==> src/rtl/operand_collector.sv <==
// Operand collector: read-side front end of the 16x8 register file.
// Accepts one decoded instruction, waits out pending producers using a
// per-register scoreboard, captures both source operands (bypassing
// same-cycle writeback data) and holds them for execute behind valid/ready.
module operand_collector #(
    parameter int DATA_W   = 8,
    parameter int ADDR_W   = 4,
    parameter int NUM_REGS = 16
) (
    input  logic              clk,
    input  logic              reset,
    input  logic              issue_valid,
    output logic              issue_ready,
    input  logic [ADDR_W-1:0] issue_rs1,
    input  logic [ADDR_W-1:0] issue_rs2,
    input  logic              issue_use_rs2,
    input  logic [ADDR_W-1:0] issue_rd,
    output logic [ADDR_W-1:0] read_reg1,
    output logic [ADDR_W-1:0] read_reg2,
    input  logic [DATA_W-1:0] read_data1,
    input  logic [DATA_W-1:0] read_data2,
    input  logic              wb_valid,
    input  logic [ADDR_W-1:0] wb_reg,
    input  logic [DATA_W-1:0] wb_data,
    output logic              out_valid,
    input  logic              out_ready,
    output logic [DATA_W-1:0] out_op1,
    output logic [DATA_W-1:0] out_op2,
    output logic [ADDR_W-1:0] out_rd
);

    typedef enum logic [1:0] {
        IDLE  = 2'd0,
        CHECK = 2'd1,
        HOLD  = 2'd2
    } state_t;

    state_t              state_r, state_s;
    logic [ADDR_W-1:0]   rs1_r, rs2_r, rd_r;
    logic                use_rs2_r;
    logic [NUM_REGS-1:0] scoreboard_r;
    logic [NUM_REGS-1:0] wb_mask_s, rd_mask_s, sb_eff_s, sb_next_s;
    logic                hazard_s, capture_s, accept_s, release_s;
    logic [DATA_W-1:0]   op1_s, op2_s;
    logic                out_valid_r, issue_ready_r;
    logic [DATA_W-1:0]   out_op1_r, out_op2_r;
    logic [ADDR_W-1:0]   out_rd_r;

    // Pending view for this cycle: a writeback landing now already clears its bit.
    always_comb begin
        wb_mask_s = '0;
        rd_mask_s = '0;
        if (wb_valid) begin
            wb_mask_s[wb_reg] = 1'b1;
        end else begin
            wb_mask_s = '0;
        end
        if (capture_s) begin
            rd_mask_s[rd_r] = 1'b1;
        end else begin
            rd_mask_s = '0;
        end
        sb_eff_s  = scoreboard_r & ~wb_mask_s;
        // Set after clear: a new producer of the same register stays outstanding.
        sb_next_s = sb_eff_s | rd_mask_s;
    end

    // Hazard detection, handshake events and operand selection with bypass.
    always_comb begin
        hazard_s  = sb_eff_s[rs1_r] | (use_rs2_r & sb_eff_s[rs2_r]);
        capture_s = (state_r == CHECK) && !hazard_s;
        accept_s  = (state_r == IDLE) && issue_valid;
        release_s = (state_r == HOLD) && out_ready;
        if (wb_valid && (wb_reg == rs1_r)) begin
            op1_s = wb_data;
        end else begin
            op1_s = read_data1;
        end
        if (!use_rs2_r) begin
            op2_s = '0;
        end else if (wb_valid && (wb_reg == rs2_r)) begin
            op2_s = wb_data;
        end else begin
            op2_s = read_data2;
        end
    end

    // Next-state logic for the IDLE -> CHECK -> HOLD sequence.
    always_comb begin
        state_s = state_r;
        case (state_r)
            IDLE: begin
                if (accept_s) state_s = CHECK;
                else          state_s = IDLE;
            end
            CHECK: begin
                if (capture_s) state_s = HOLD;
                else           state_s = CHECK;
            end
            HOLD: begin
                if (release_s) state_s = IDLE;
                else           state_s = HOLD;
            end
            default: state_s = IDLE;
        endcase
    end

    // State, latched instruction, scoreboard and registered outputs.
    always_ff @(posedge clk) begin
        if (!reset) begin
            state_r       <= IDLE;
            rs1_r         <= '0;
            rs2_r         <= '0;
            rd_r          <= '0;
            use_rs2_r     <= 1'b0;
            scoreboard_r  <= '0;
            out_valid_r   <= 1'b0;
            issue_ready_r <= 1'b1;
            out_op1_r     <= '0;
            out_op2_r     <= '0;
            out_rd_r      <= '0;
        end else begin
            state_r       <= state_s;
            scoreboard_r  <= sb_next_s;
            out_valid_r   <= (state_s == HOLD);
            issue_ready_r <= (state_s == IDLE);
            if (accept_s) begin
                rs1_r     <= issue_rs1;
                rs2_r     <= issue_rs2;
                rd_r      <= issue_rd;
                use_rs2_r <= issue_use_rs2;
            end else begin
                rs1_r     <= rs1_r;
                rs2_r     <= rs2_r;
                rd_r      <= rd_r;
                use_rs2_r <= use_rs2_r;
            end
            if (capture_s) begin
                out_op1_r <= op1_s;
                out_op2_r <= op2_s;
                out_rd_r  <= rd_r;
            end else begin
                out_op1_r <= out_op1_r;
                out_op2_r <= out_op2_r;
                out_rd_r  <= out_rd_r;
            end
        end
    end

    assign issue_ready = issue_ready_r;
    assign out_valid   = out_valid_r;
    assign out_op1     = out_op1_r;
    assign out_op2     = out_op2_r;
    assign out_rd      = out_rd_r;
    assign read_reg1   = rs1_r;
    assign read_reg2   = rs2_r;

endmodule
==> config.mk <==
export PLATFORM = sky130hd
export DESIGN_NAME = operand_collector
export DESIGN_NICKNAME = d
export VERILOG_FILES = /design/src/rtl/operand_collector.sv
export SDC_FILE = /design/constraint.sdc
export NUM_CORES = 1
export LEC_CHECK = 0
export BUFFER_PORTS_ARGS = -buffer_cell sky130_fd_sc_hd__buf_4
export CORE_MARGIN = 10
export CORE_UTILIZATION = 40
export DETAILED_ROUTE_END_ITERATION = 10
export PLACE_DENSITY = 0.7
export SLEW_MARGIN = 20
export SYNTH_ARGS = -nofsm -noshare
export SYNTH_HDL_FRONTEND = slang
export SYNTH_SLANG_ARGS = --single-unit
==> constraint.sdc <==
create_clock -name clk -period 5.7 [get_ports clk]
set_input_delay 0.57 -clock clk [delete_from_list [all_inputs] [get_ports clk]]
set_output_delay 0.57 -clock clk [all_outputs]
set_load 0.02 [all_outputs]
==> results of run 1 <==
worst max path at each step:
stage / start / end
after CTS: read_reg1[1] / scoreboard_r[10]
after global placement: wb_reg[0] / scoreboard_r[12]
after detailed placement: read_reg1[1] / scoreboard_r[10]
after floorplan: wb_reg[1] / out_op1[0]
final: read_reg1[1] / scoreboard_r[8]
after global routing: read_reg1[1] / scoreboard_r[14]
kinds of logic after synthesis:
kind of cell / after synthesis / share of synthesized area [%]
compound gates: 75 / 17.5
xor+xnor: 8 / 2.40
buf+inv: 38 / 6.04
flops: 53 / 36.3
mux: 41 / 15.2
simple gates: 134 / 22.5
metal layers:
layer | track usage, % | up-vias
li1 | - | 1349
met1 | 18.5 | 1289
met2 | 23.1 | 94
met3 | 3.47 | 12
met4 | 4.71 | 0
met5 | 0 | -
worst max-delay path: cells and delay by family, from the launching register on:
kind	cells	cell delay [ns]
compound gates	5	1.93
flops	1	0.68
xor+xnor	1	0.30
simple gates	1	0.07
cell usage after synthesis, types with 4 or more instances:
cell type	count	area (sq um)
mux2i_1	24	240
clkbuf_1	19	71.3
a31oi_1	4	25.0
nand2_1	69	259
nand3_1	19	95.1
dfxtp_1	53	1060
o211ai_1	4	30.0
mux2_2	16	180
xor2_1	6	52.6
o21ai_1	5	25.0
nor2b_1	4	25.0
nand4_1	9	56.3
buf_2	6	30.0
inv_1	7	26.3
nand2b_1	5	31.3
o21ai_0	13	65.1
a21oi_1	14	70.1
nor2_1	9	33.8
o22ai_1	14	87.6
sequential cells by signal (all words and copies together) (netlist names):
register      count
out_op1           8
issue_ready       1
state_r           2
out_rd            4
out_op2           8
rd_r              4
out_valid         1
read_reg2         4
use_rs2_r         1
read_reg1         4
scoreboard_r     16
final cells by class:
type	instances	area, sq um	area share (%)
multi-input cells	258	1690	47.6
flip-flops and latches	53	1060	29.9
repair buffers	75	563	15.9
well taps	99	124	3.49
clock buffers	8	80.1	2.26
inverters	8	30.0	0.846
cells in the final DEF (no fill, tap or decap), types with 2 or more instances in the layout:
| master | synthesis | final |
|---|---|---|
| a21oi_1 | 14 | 14 |
| a31oi_1 | 4 | 4 |
| buf_4 | 1 | 75 |
| clkbuf_1 | 19 | 3 |
| clkbuf_8 | 0 | 5 |
| dfxtp_1 | 53 | 53 |
| inv_1 | 7 | 7 |
| mux2_2 | 16 | 16 |
| mux2i_1 | 24 | 24 |
| nand2_1 | 69 | 69 |
| nand2b_1 | 5 | 5 |
| nand3_1 | 19 | 19 |
| nand3b_1 | 3 | 3 |
| nand4_1 | 9 | 9 |
| nor2_1 | 9 | 9 |
| nor2b_1 | 4 | 4 |
| nor3_1 | 3 | 3 |
| nor3b_1 | 3 | 3 |
| o2111ai_1 | 3 | 3 |
| o211ai_1 | 4 | 4 |
| o21a_1 | 2 | 2 |
| o21ai_0 | 13 | 13 |
| o21ai_1 | 5 | 5 |
| o22ai_1 | 14 | 14 |
| o31a_1 | 2 | 2 |
| o31ai_1 | 3 | 3 |
| xnor2_1 | 2 | 2 |
| xor2_1 | 6 | 6 |
power groups by stage:
stage          registers, W  clock network (W)  logic, W
2_1_floorplan      0.000428                  0  0.000141
3_3_place_gp       0.000430                  0  0.000203
3_5_place_dp       0.000431                  0  0.000206
4_1_cts            0.000422           0.000209  0.000207
5_1_grt            0.000427           0.000223  0.000226
6_report           0.000423           0.000203  0.000207
through the flow:
step	setup WS, ns	power (W)	instance area, sq um
6_report	2.56	0.000832	3550
5_1_grt	2.22	0.000877	3550
4_1_cts	2.60	0.000838	3540
3_5_place_dp	2.60	0.000636	3460
3_3_place_gp	2.72	0.000633	3460
2_1_floorplan	3.23	0.000569	2920
==> summary.txt, run 1 <==
Outcome
  – Status: completed

Floorplanning
  – Initial Utilization: 40.7%
  – DIE HEIGHT: 105 um
  – Core Box Area: 7180 sq um
  – Die area: 11100 sq um
  – Ports: 76
  – Die width: 105 um
  – Row cnt: 31

Min path
  – Type of the tightest min-delay check: reg2reg
  – Hold path cells: 2
  – Hold_sp: out_op2[3]
  – WHS Endpoint: out_op2[3]

Layout
  – Layout net count: 447
  – Final core utilization: 49.5%
  – Area Growth Syn to Fin: 21.6%
  – Non-Filler Instances: 501
  – Diode count: 0
  – Fill count: 687
  – Layout cell share with drive strength beyond 1: 26.4%

Synthesis
  – Syn Inst Count: 349
  – Async S/R FF share, synth: 0%
  – Syn Nets: 395
  – Sequential share of the synthesized area: 36.3%
  – Post-synth top flop: dfxtp_1
  – Yosys warns: 0
  – Mean Syn Cell Area: 8.36 sq um
  – Post-Syn Area: 2920 sq um
  – Count of cell types in the netlist: 53
  – Seq cells post-synth: 53
  – Number of synthesized flops with an enable pin: 0

STA
  – Setup TNS: 0 ns
  – RSZ-0062 raised after global routing: no
  – Post-Route Skew: 0.00605 ns
  – Maximum clock frequency: 318 MHz
  – Slew Limit Fails: 0
  – Period minus WS final: 3.14 ns
  – Final hold vios: 0
  – Final period utilization: 55.2%
  – Final Hold Slack: 0.467 ns
  – Worst slew pin tran: 0.761 ns
  – Rel. slew slack: 49.0%
  – # setup viols final: 0

Setup path
  – Critical path's slowest cell: dfxtp_1
  – Critical path class: reg2reg
  – Worst r2r src: read_reg1[1]
  – Peak fanout along the critical path: 31
  – R2R cell count: 7
  – Crit start category: flop
  – CP peak stage delay: 0.68 ns
  – Worst EP arrival: 3.29 ns
  – Required @ worst endpoint: 5.85 ns
  – Cell Chain, Critical Path: xor2_1 -> nor4_1 -> a2111oi_0 -> o21ai_0 -> o21ai_1 -> a211o_2 -> o22ai_1
  – Crit. End Element: flop
  – R2r setup slk: 2.56 ns
  – RR Endpoint: scoreboard_r[8]

Clock tree
  – Post-CTS setup buffers: 0
  – CTS root buf: clkbuf_8
  – Post-CTS sizing: 0
  – Clock Sinks: 53
  – H-tree levels: 2
  – Clk_lat worst skew: 0.30 ns
  – CTS tree: built
  – Clk buf depth: 2
  – Clk pin slew, worst setup/hold paths: 0.09 ns
  – Hold-fix buffers, CTS: 0
  – Number of buffers created by CTS: 5

Route
  – Via density: 5.48
  – Met2 wire length: 3850 um
  – DRT iter0 DRCs: 215
  – Met3 WL: 566 um
  – ANT nets after route: 0
  – DRC: 0
  – WL met1: 3600 um
  – First-pass DRT Iterations: 4
  – Drt wl/cell: 16.3 um
  – WL final: 8160 um
  – Top sig layer: met4
  – DR vias: 2744

Global routing
  – Vias in the first global route: 2696
  – Overall Global Routing Usage: 14.4%
  – First-pass GRT wire length: 13500 um
  – Largest net degree at the start of global routing: 64
  – Initial antenna violation count: 0
  – Congestion Overflow GR: 0

Power and ir drop
  – Comb power frac: 24.9%
  – Maximum VDD drop: 106 uV
  – Pwr Density: 235 nW/um^2
  – Leakage power total: 1.40 nW
  – Clock power share: 24.3%
  – Switching share of total power: 31.4%
  – Pint: 0.000571 W
  – Psw: 0.000261 W
  – Flop pwr share: 50.8%

Placed design
  – Placed cell count: 493
  – Dpl hpwl: 5980 um
  – IO buf count: 75
  – Routability Congestion: 0.834

Job
  – Max-Cap Viols: 0
Note: power is estimated with default switching activity, not from simulation.
==> run 2: changes to the inputs <==
--- a/config.mk
+++ b/config.mk
@@ -9,7 +9,7 @@
 export CORE_MARGIN = 10
 export CORE_UTILIZATION = 40
 export DETAILED_ROUTE_END_ITERATION = 10
-export PLACE_DENSITY = 0.7
+export PLACE_DENSITY = 0.73
 export SLEW_MARGIN = 20
 export SYNTH_ARGS = -nofsm -noshare
 export SYNTH_HDL_FRONTEND = slang
==> constraint.sdc (replaced) <==
create_clock -name clk -period 2.6 [get_ports clk]
set_input_delay 0.26 -clock clk [delete_from_list [all_inputs] [get_ports clk]]
set_output_delay 0.26 -clock clk [all_outputs]
set_load 0.02 [all_outputs]
==> summary.txt, run 2 (synthesized netlist as in run 1, its figures left out) <==
Layout
  – Most common cell after layout, fill and taps aside: buf_4 (unchanged)
  – Diode count: 0 (unchanged)
  – Layout cell share with drive strength beyond 1: 29.7% (was 26.4%)
  – Fill count: 685 (was 687)
  – Largest reg by FF count: scoreboard_r (unchanged)
  – Most frequent cells in the layout: buf_4 (85), nand2_1 (69), dfxtp_1 (52), mux2i_1 (24), nand3_1 (19) (was buf_4 (75), nand2_1 (69), dfxtp_1 (53), mux2i_1 (24), nand3_1 (19))
  – Layout net count: 459 (was 447)
  – Max reg flops: 16 (unchanged)
  – Area Growth Syn to Fin: 26.9% (was 21.6%)

STA
  – Slew Limit Fails: 0 (unchanged)
  – Setup TNS: 0 ns (unchanged)
  – Maximum clock frequency: 410 MHz (was 318 MHz)
  – Rel. slew slack: 50.1% (was 49.0%)
  – Worst slew pin tran: 0.743 ns (was 0.761 ns)
  – Final hold vios: 0 (unchanged)
  – # setup viols final: 0 (unchanged)
  – Period minus WS final: 2.44 ns (was 3.14 ns)
  – RSZ-0062 raised after global routing: no (unchanged)
  – Post-Route Skew: 0.0110 ns (was 0.00605 ns)
  – Final period utilization: 93.8% (was 55.2%)

Global routing
  – Largest net degree at the start of global routing: 63 (was 64)
  – Initial antenna violation count: 0 (unchanged)
  – Vias in the first global route: 2755 (was 2696)
  – Overall Global Routing Usage: 14.4% (about the same)
  – Congestion Overflow GR: 0 (unchanged)
  – First-pass GRT wire length: 13500 um (about the same)

Setup path
  – Crit. End Element: flop (unchanged)
  – Worst EP arrival: 2.65 ns (was 3.29 ns)
  – Required @ worst endpoint: 2.81 ns (was 5.85 ns)
  – Peak fanout along the critical path: 16 (was 31)
  – Critical path class: reg2reg (unchanged)
  – Crit start category: flop (unchanged)

Clock tree
  – Clk_lat worst skew: 0.31 ns (was 0.30 ns)
  – Clock Sinks: 53 (unchanged)
  – CTS root buf: clkbuf_8 (unchanged)
  – Clk pin slew, worst setup/hold paths: 0.10 ns (was 0.09 ns)
  – Hold-fix buffers, CTS: 0 (unchanged)
  – H-tree levels: 2 (unchanged)
  – Clk buf depth: 2 (unchanged)
  – CTS tree: built (unchanged)
  – Number of buffers created by CTS: 5 (unchanged)

Floorplanning
  – Die width: 105 um (unchanged)
  – Row cnt: 31 (unchanged)
  – Core Box Area: 7180 sq um (unchanged)
  – Initial Utilization: 40.7% (unchanged)
  – DIE HEIGHT: 105 um (unchanged)
  – Die area: 11100 sq um (unchanged)
  – Ports: 76 (unchanged)

Route
  – First-pass DRT Iterations: 5 (was 4)
  – DRC: 0 (unchanged)
  – DR vias: 2828 (was 2744)
  – Drt wl/cell: 16.5 um (was 16.3 um)
  – ANT nets after route: 0 (unchanged)
  – Via density: 5.51 (was 5.48)
  – WL final: 8450 um (was 8160 um)
  – DRT iter0 DRCs: 172 (was 215)

Power and ir drop
  – Overall power: 0.00200 W (was 0.000832 W)
  – Leakage power total: 1.48 nW (was 1.40 nW)
  – Maximum VDD drop: 264 uV (was 106 uV)
  – Pwr Density: 539 nW/um^2 (was 235 nW/um^2)

Outcome
  – Status: completed (unchanged)

Placed design
  – IO buf count: 75 (unchanged)
  – Dpl hpwl: 6300 um (was 5980 um)
  – Routability Congestion: 0.884 (was 0.834)

Job
  – Max-Cap Viols: 0 (unchanged)

Min path
  – Type of the tightest min-delay check: in2reg (was reg2reg)
## run 2: area by class of cell
| class | count | area, sq um | share of cell area, % |
|---|---|---|---|
| inverter | 8 | 30.0 | 0.811 |
| timing repair buffer | 87 | 678 | 18.3 |
| sequential | 53 | 1060 | 28.7 |
| multi-input combinational | 258 | 1690 | 45.7 |
| clock inverter | 1 | 30.0 | 0.811 |
| tap | 99 | 124 | 3.34 |
| clock buffer | 7 | 86.3 | 2.33 |
## run 2: final timing paths
kind	cells after the start	start	slack [ns]	endpoint
worst min-delay path	3	issue_rs1[1]	0.19	read_reg1[1]
worst max register to register	8	read_reg2[1]	0.16	scoreboard_r[15]
worst max-delay path	8	read_reg2[1]	0.16	scoreboard_r[15]
worst min register to register	2	out_op2[5]	0.47	out_op2[5]
## run 2: power breakdown
group          total [W]  leakage [nW]  switching (W)  internal (W)
Sequential      0.000920         0.431      0.0000621      0.000858
Clock           0.000580        0.0585       0.000266      0.000314
Combinational   0.000496         0.994       0.000264      0.000232
## run 2: worst max-delay path, cell delays in order, from the launching register on
cell      delay (ns)
dfxtp_1         0.73
nor4bb_1        0.15
o21ai_0         0.13
o311ai_1        0.16
a31oi_1         0.20
a31oi_1         0.15
a211o_2         0.40
buf_4           0.21
o31ai_1         0.22
## run 2: stage by stage
step,hold WS (ns),cells,area (sq um),util (%),setup slack [ns]
3_3_place_gp,0.446,504,3550,49.5,0.224
6_report,0.187,513,3700,51.6,0.160
3_5_place_dp,0.455,504,3550,49.5,0.0646
2_1_floorplan,0.396,349,2920,-,0.176
5_1_grt,0.190,513,3700,51.6,0.0560
4_1_cts,0.194,512,3670,51.2,0.0585
## run 2: what timing repair did
action	in CTS	in global routing
endpoints found under the setup margin	0	38
gates resized for setup	0	4
setup buffers	0	1
## run 2: per-layer routing
layer  global-route usage [%]  up-vias  share of wire (%)
li1                         -     1376                  -
met1                     17.8     1345                 43
met2                     24.1       95                 49
met3                     3.84       12                6.1
met4                     4.12        0                1.2
met5                        0        -                  0
==> run 3: changes to the inputs <==
--- a/config.mk
+++ b/config.mk
@@ -5,10 +5,12 @@
 export SDC_FILE = /design/constraint.sdc
 export NUM_CORES = 1
 export LEC_CHECK = 0
+export ABC_AREA = 1
 export BUFFER_PORTS_ARGS = -buffer_cell sky130_fd_sc_hd__buf_4
 export CORE_MARGIN = 10
 export CORE_UTILIZATION = 40
 export DETAILED_ROUTE_END_ITERATION = 10
+export MAX_ROUTING_LAYER = met4
 export PLACE_DENSITY = 0.73
 export SLEW_MARGIN = 20
 export SYNTH_ARGS = -nofsm -noshare
==> summary.txt, run 3 <==
Clock tree
  – Hold-fix buffers, CTS: 0 (unchanged)
  – CTS tree: built (unchanged)
  – H-tree levels: 2 (unchanged)
  – Clk_lat worst skew: 0.32 ns (was 0.31 ns)
  – Post-CTS setup buffers: 0 (unchanged)
  – Clk pin slew, worst setup/hold paths: 0.11 ns (was 0.10 ns)
  – Number of buffers created by CTS: 5 (unchanged)
  – Clk buf depth: 2 (unchanged)
  – Post-CTS sizing: 0 (unchanged)
  – Clock Sinks: 53 (unchanged)
  – CTS root buf: clkbuf_8 (unchanged)

STA
  – # setup viols final: 0 (unchanged)
  – Period minus WS final: 2.17 ns (was 2.44 ns)
  – Final hold vios: 0 (unchanged)
  – RSZ-0062 raised after global routing: no (unchanged)
  – Slew Limit Fails: 0 (unchanged)
  – Maximum clock frequency: 460 MHz (was 410 MHz)
  – Worst slew pin tran: 0.774 ns (was 0.743 ns)
  – Final period utilization: 83.6% (was 93.8%)
  – Rel. slew slack: 48.3% (was 50.1%)
  – Post-Route Skew: 0.0106 ns (was 0.0110 ns)
  – Setup TNS: 0 ns (unchanged)

Layout
  – Largest reg by FF count: scoreboard_r (unchanged)
  – Max reg flops: 16 (unchanged)
  – Diode count: 0 (unchanged)
  – Most common cell after layout, fill and taps aside: nand2_1 (was buf_4)
  – Layout net count: 562 (was 459)
  – Final core utilization: 52.0% (was 51.6%)
  – Area Growth Syn to Fin: 24.8% (was 26.9%)
  – Most frequent cells in the layout: nand2_1 (103), buf_4 (84), nor2_1 (55), nand3_1 (55), dfxtp_1 (53) (was buf_4 (85), nand2_1 (69), dfxtp_1 (52), mux2i_1 (24), nand3_1 (19))
  – Layout cell share with drive strength beyond 1: 19.1% (was 29.7%)

Route
  – ANT nets after route: 0 (unchanged)
  – WL final: 9020 um (was 8450 um)
  – Via density: 5.15 (was 5.51)
  – DR vias: 3160 (was 2828)
  – First-pass DRT Iterations: 4 (was 5)
  – DRC: 0 (unchanged)
  – Drt wl/cell: 14.7 um (was 16.5 um)
  – DRT iter0 DRCs: 244 (was 172)

Synthesis
  – Sequential share of the synthesized area: 37.1% (was 36.3%)
  – Yosys warns: 0 (unchanged)
  – Async S/R FF share, synth: 0% (unchanged)
  – Post-synth top area cell: dfxtp_1 (unchanged)
  – Post-synth top area share: 37.1% (was 36.3%)
  – Count leader, synth: nand2_1 (unchanged)
  – Number of synthesized flops with an enable pin: 0 (unchanged)
  – Syn Nets: 498 (was 395)
  – Top post-synthesis cells by area: dfxtp_1 (37%), nand2_1 (14%), nand3_1 (9.6%) (was dfxtp_1 (36%), nand2_1 (8.9%), mux2i_1 (8.2%))
  – Post-Syn Area: 2860 sq um (was 2920 sq um)
  – Count of cell types in the netlist: 27 (was 53)
  – Syn Inst Count: 452 (was 349)
  – List of most frequent post-synthesis cells: nand2_1 (103), nand3_1 (55), nor2_1 (55) (was nand2_1 (69), dfxtp_1 (53), mux2i_1 (24))
  – Seq cells post-synth: 53 (unchanged)
  – Post-synth top flop: dfxtp_1 (unchanged)
  – Mean Syn Cell Area: 6.33 sq um (was 8.36 sq um)

Setup path
  – CP peak stage delay: 0.55 ns (was 0.73 ns)
  – Worst EP arrival: 2.43 ns (was 2.65 ns)
  – Critical path class: reg2reg (unchanged)
  – WP buf/inv: 2 (was 1)
  – Crit start category: flop (unchanged)
  – Cell Chain, Critical Path: inv_1 -> nand3_1 -> nand2_1 -> nand2_1 -> nand3_1 -> nand2_1 -> nand2_1 -> nand2_2 -> nand3_2 -> buf_4 -> nand2_1 -> nand2_1 -> nor2_1 (was nor4bb_1 -> o21ai_0 -> o311ai_1 -> a31oi_1 -> a31oi_1 -> a211o_2 -> buf_4 -> o31ai_1)
  – CP top delay family: simple AND/OR/NAND/NOR gates (was compound AO/OA/AOI/OAI gates)
  – Crit. End Element: flop (unchanged)
  – Critical path's slowest cell: dfxtp_1 (unchanged)
  – Required @ worst endpoint: 2.86 ns (was 2.81 ns)
  – Most Frequent Cell on Critical Path: nand2_1 (was a31oi_1)
  – Peak fanout along the critical path: 19 (was 16)

Placed design
  – Routability Congestion: 0.928 (was 0.884)
  – Dpl hpwl: 7030 um (was 6300 um)
  – IO buf count: 75 (unchanged)

Power and ir drop
  – Pwr Density: 564 nW/um^2 (was 539 nW/um^2)
  – Clock power share: 24.7% (was 29.1%)
  – Leakage power total: 1.66 nW (was 1.48 nW)
  – Comb power frac: 28.9% (was 24.9%)
  – Pint: 0.00129 W (was 0.00140 W)
  – Flop pwr share: 46.4% (was 46.1%)
  – Overall power: 0.00201 W (was 0.00200 W)
  – Switching share of total power: 35.7% (was 29.6%)
  – Maximum VDD drop: 343 uV (was 264 uV)
  – Psw: 0.000718 W (was 0.000591 W)

Global routing
  – Congestion Overflow GR: 0 (unchanged)
  – Largest net degree at the start of global routing: 30 (was 63)
  – Vias in the first global route: 3071 (was 2755)
  – First-pass GRT wire length: 15000 um (was 13500 um)
  – Overall Global Routing Usage: 16.6% (was 14.4%)
  – Initial antenna violation count: 0 (unchanged)

Floorplanning
  – DIE HEIGHT: 105 um (about the same)
  – Initial Utilization: 41.7% (was 40.7%)
  – Core Box Area: 6870 sq um (was 7180 sq um)
  – Ports: 76 (unchanged)
  – Row cnt: 30 (was 31)
  – Die area: 10900 sq um (was 11100 sq um)
  – Die width: 105 um (about the same)

Outcome
  – Status: completed (unchanged)

Job
  – Max-Cap Viols: 0 (unchanged)

Min path
  – Type of the tightest min-delay check: in2reg (unchanged)
==> run 3: cell types whose count changed in the layout (fill, tap and decap cells not counted), moves of 6 or more <==
cell	delta
nand2_1	+34
mux2i_1	-24
mux2_2	-16
inv_1	+38
xor2_1	-6
nand4_1	+11
o22ai_1	-12
nand3_1	+36
o21ai_0	+19
a21oi_1	+31
nor2_1	+46
==> run 3: cell type report <==
class,instances,area [sq um]
Clock inverter,3,26.3
Sequential cell,53,1060
Inverter,47,176
Tap cell,96,120
Timing Repair Buffer,84,631
Clock buffer,5,68.8
Fill cell,714,3300
Multi-Input combinational cell,325,1490
==> run 3: per-layer routing <==
layer / vias to the layer above / GRT usage [%] / routed length, um
li1: 1603 / - / -
met3: 16 / 3.01 / 476
met4: 0 / 5.69 / 177
met5: - / - / 0
met1: 1423 / 21.0 / 4100
met2: 118 / 26.0 / 4270
==> run 3: final timing paths <==
kind                startpoint    endpoint  slack [ns]  depth (start not counted)
setup / recovery  read_reg1[0]  out_op2[5]        0.43                         13
hold reg to reg      out_rd[3]   out_rd[3]        0.47                          2
setup reg to reg  read_reg1[0]  out_op2[5]        0.43                         13
hold / removal     issue_rd[3]     rd_r[3]        0.22                          3
==> run 3: through the flow <==
step	cell area (sq um)	hold slack [ns]	instances	setup slack, ns
after global placement	3480	0.452	605	0.481
after CTS	3570	0.216	613	0.509
after floorplan	2860	0.424	452	0.664
after global routing	3570	0.238	613	0.162
final	3570	0.216	613	0.426
after detailed placement	3480	0.454	605	0.471
==> run 3: cells by family (layout without fill, tap and decap cells) <==
family	Yosys count	in the layout	synth area share [%]
AO/OA/AOI/OAI	83	83	15.0
XOR/XNOR	1	1	0.306
buffers and inverters	74	139	10.9
flip-flops	53	53	37.1
AND/OR/NAND/NOR	241	241	36.7
==> run 3: power groups by stage <==
| stage | Sequential, W | Combinational (W) | Clock, W |
|---|---|---|---|
| final | 0.000934 | 0.000581 | 0.000498 |
| after global routing | 0.000943 | 0.000652 | 0.000535 |
| after CTS | 0.000932 | 0.000581 | 0.000505 |
| after detailed placement | 0.000950 | 0.000580 | 0 |
| after global placement | 0.000950 | 0.000572 | 0 |
| after floorplan | 0.000991 | 0.000320 | 0 |
==> run 3: worst register-to-register path, cell delays in order (launching register included) <==
cell	delay, ns
dfxtp_1	0.55
inv_1	0.29
nand3_1	0.16
nand2_1	0.06
nand2_1	0.06
nand3_1	0.09
nand2_1	0.07
nand2_1	0.06
nand2_2	0.08
nand3_2	0.20
buf_4	0.28
nand2_1	0.08
nand2_1	0.04
nor2_1	0.10
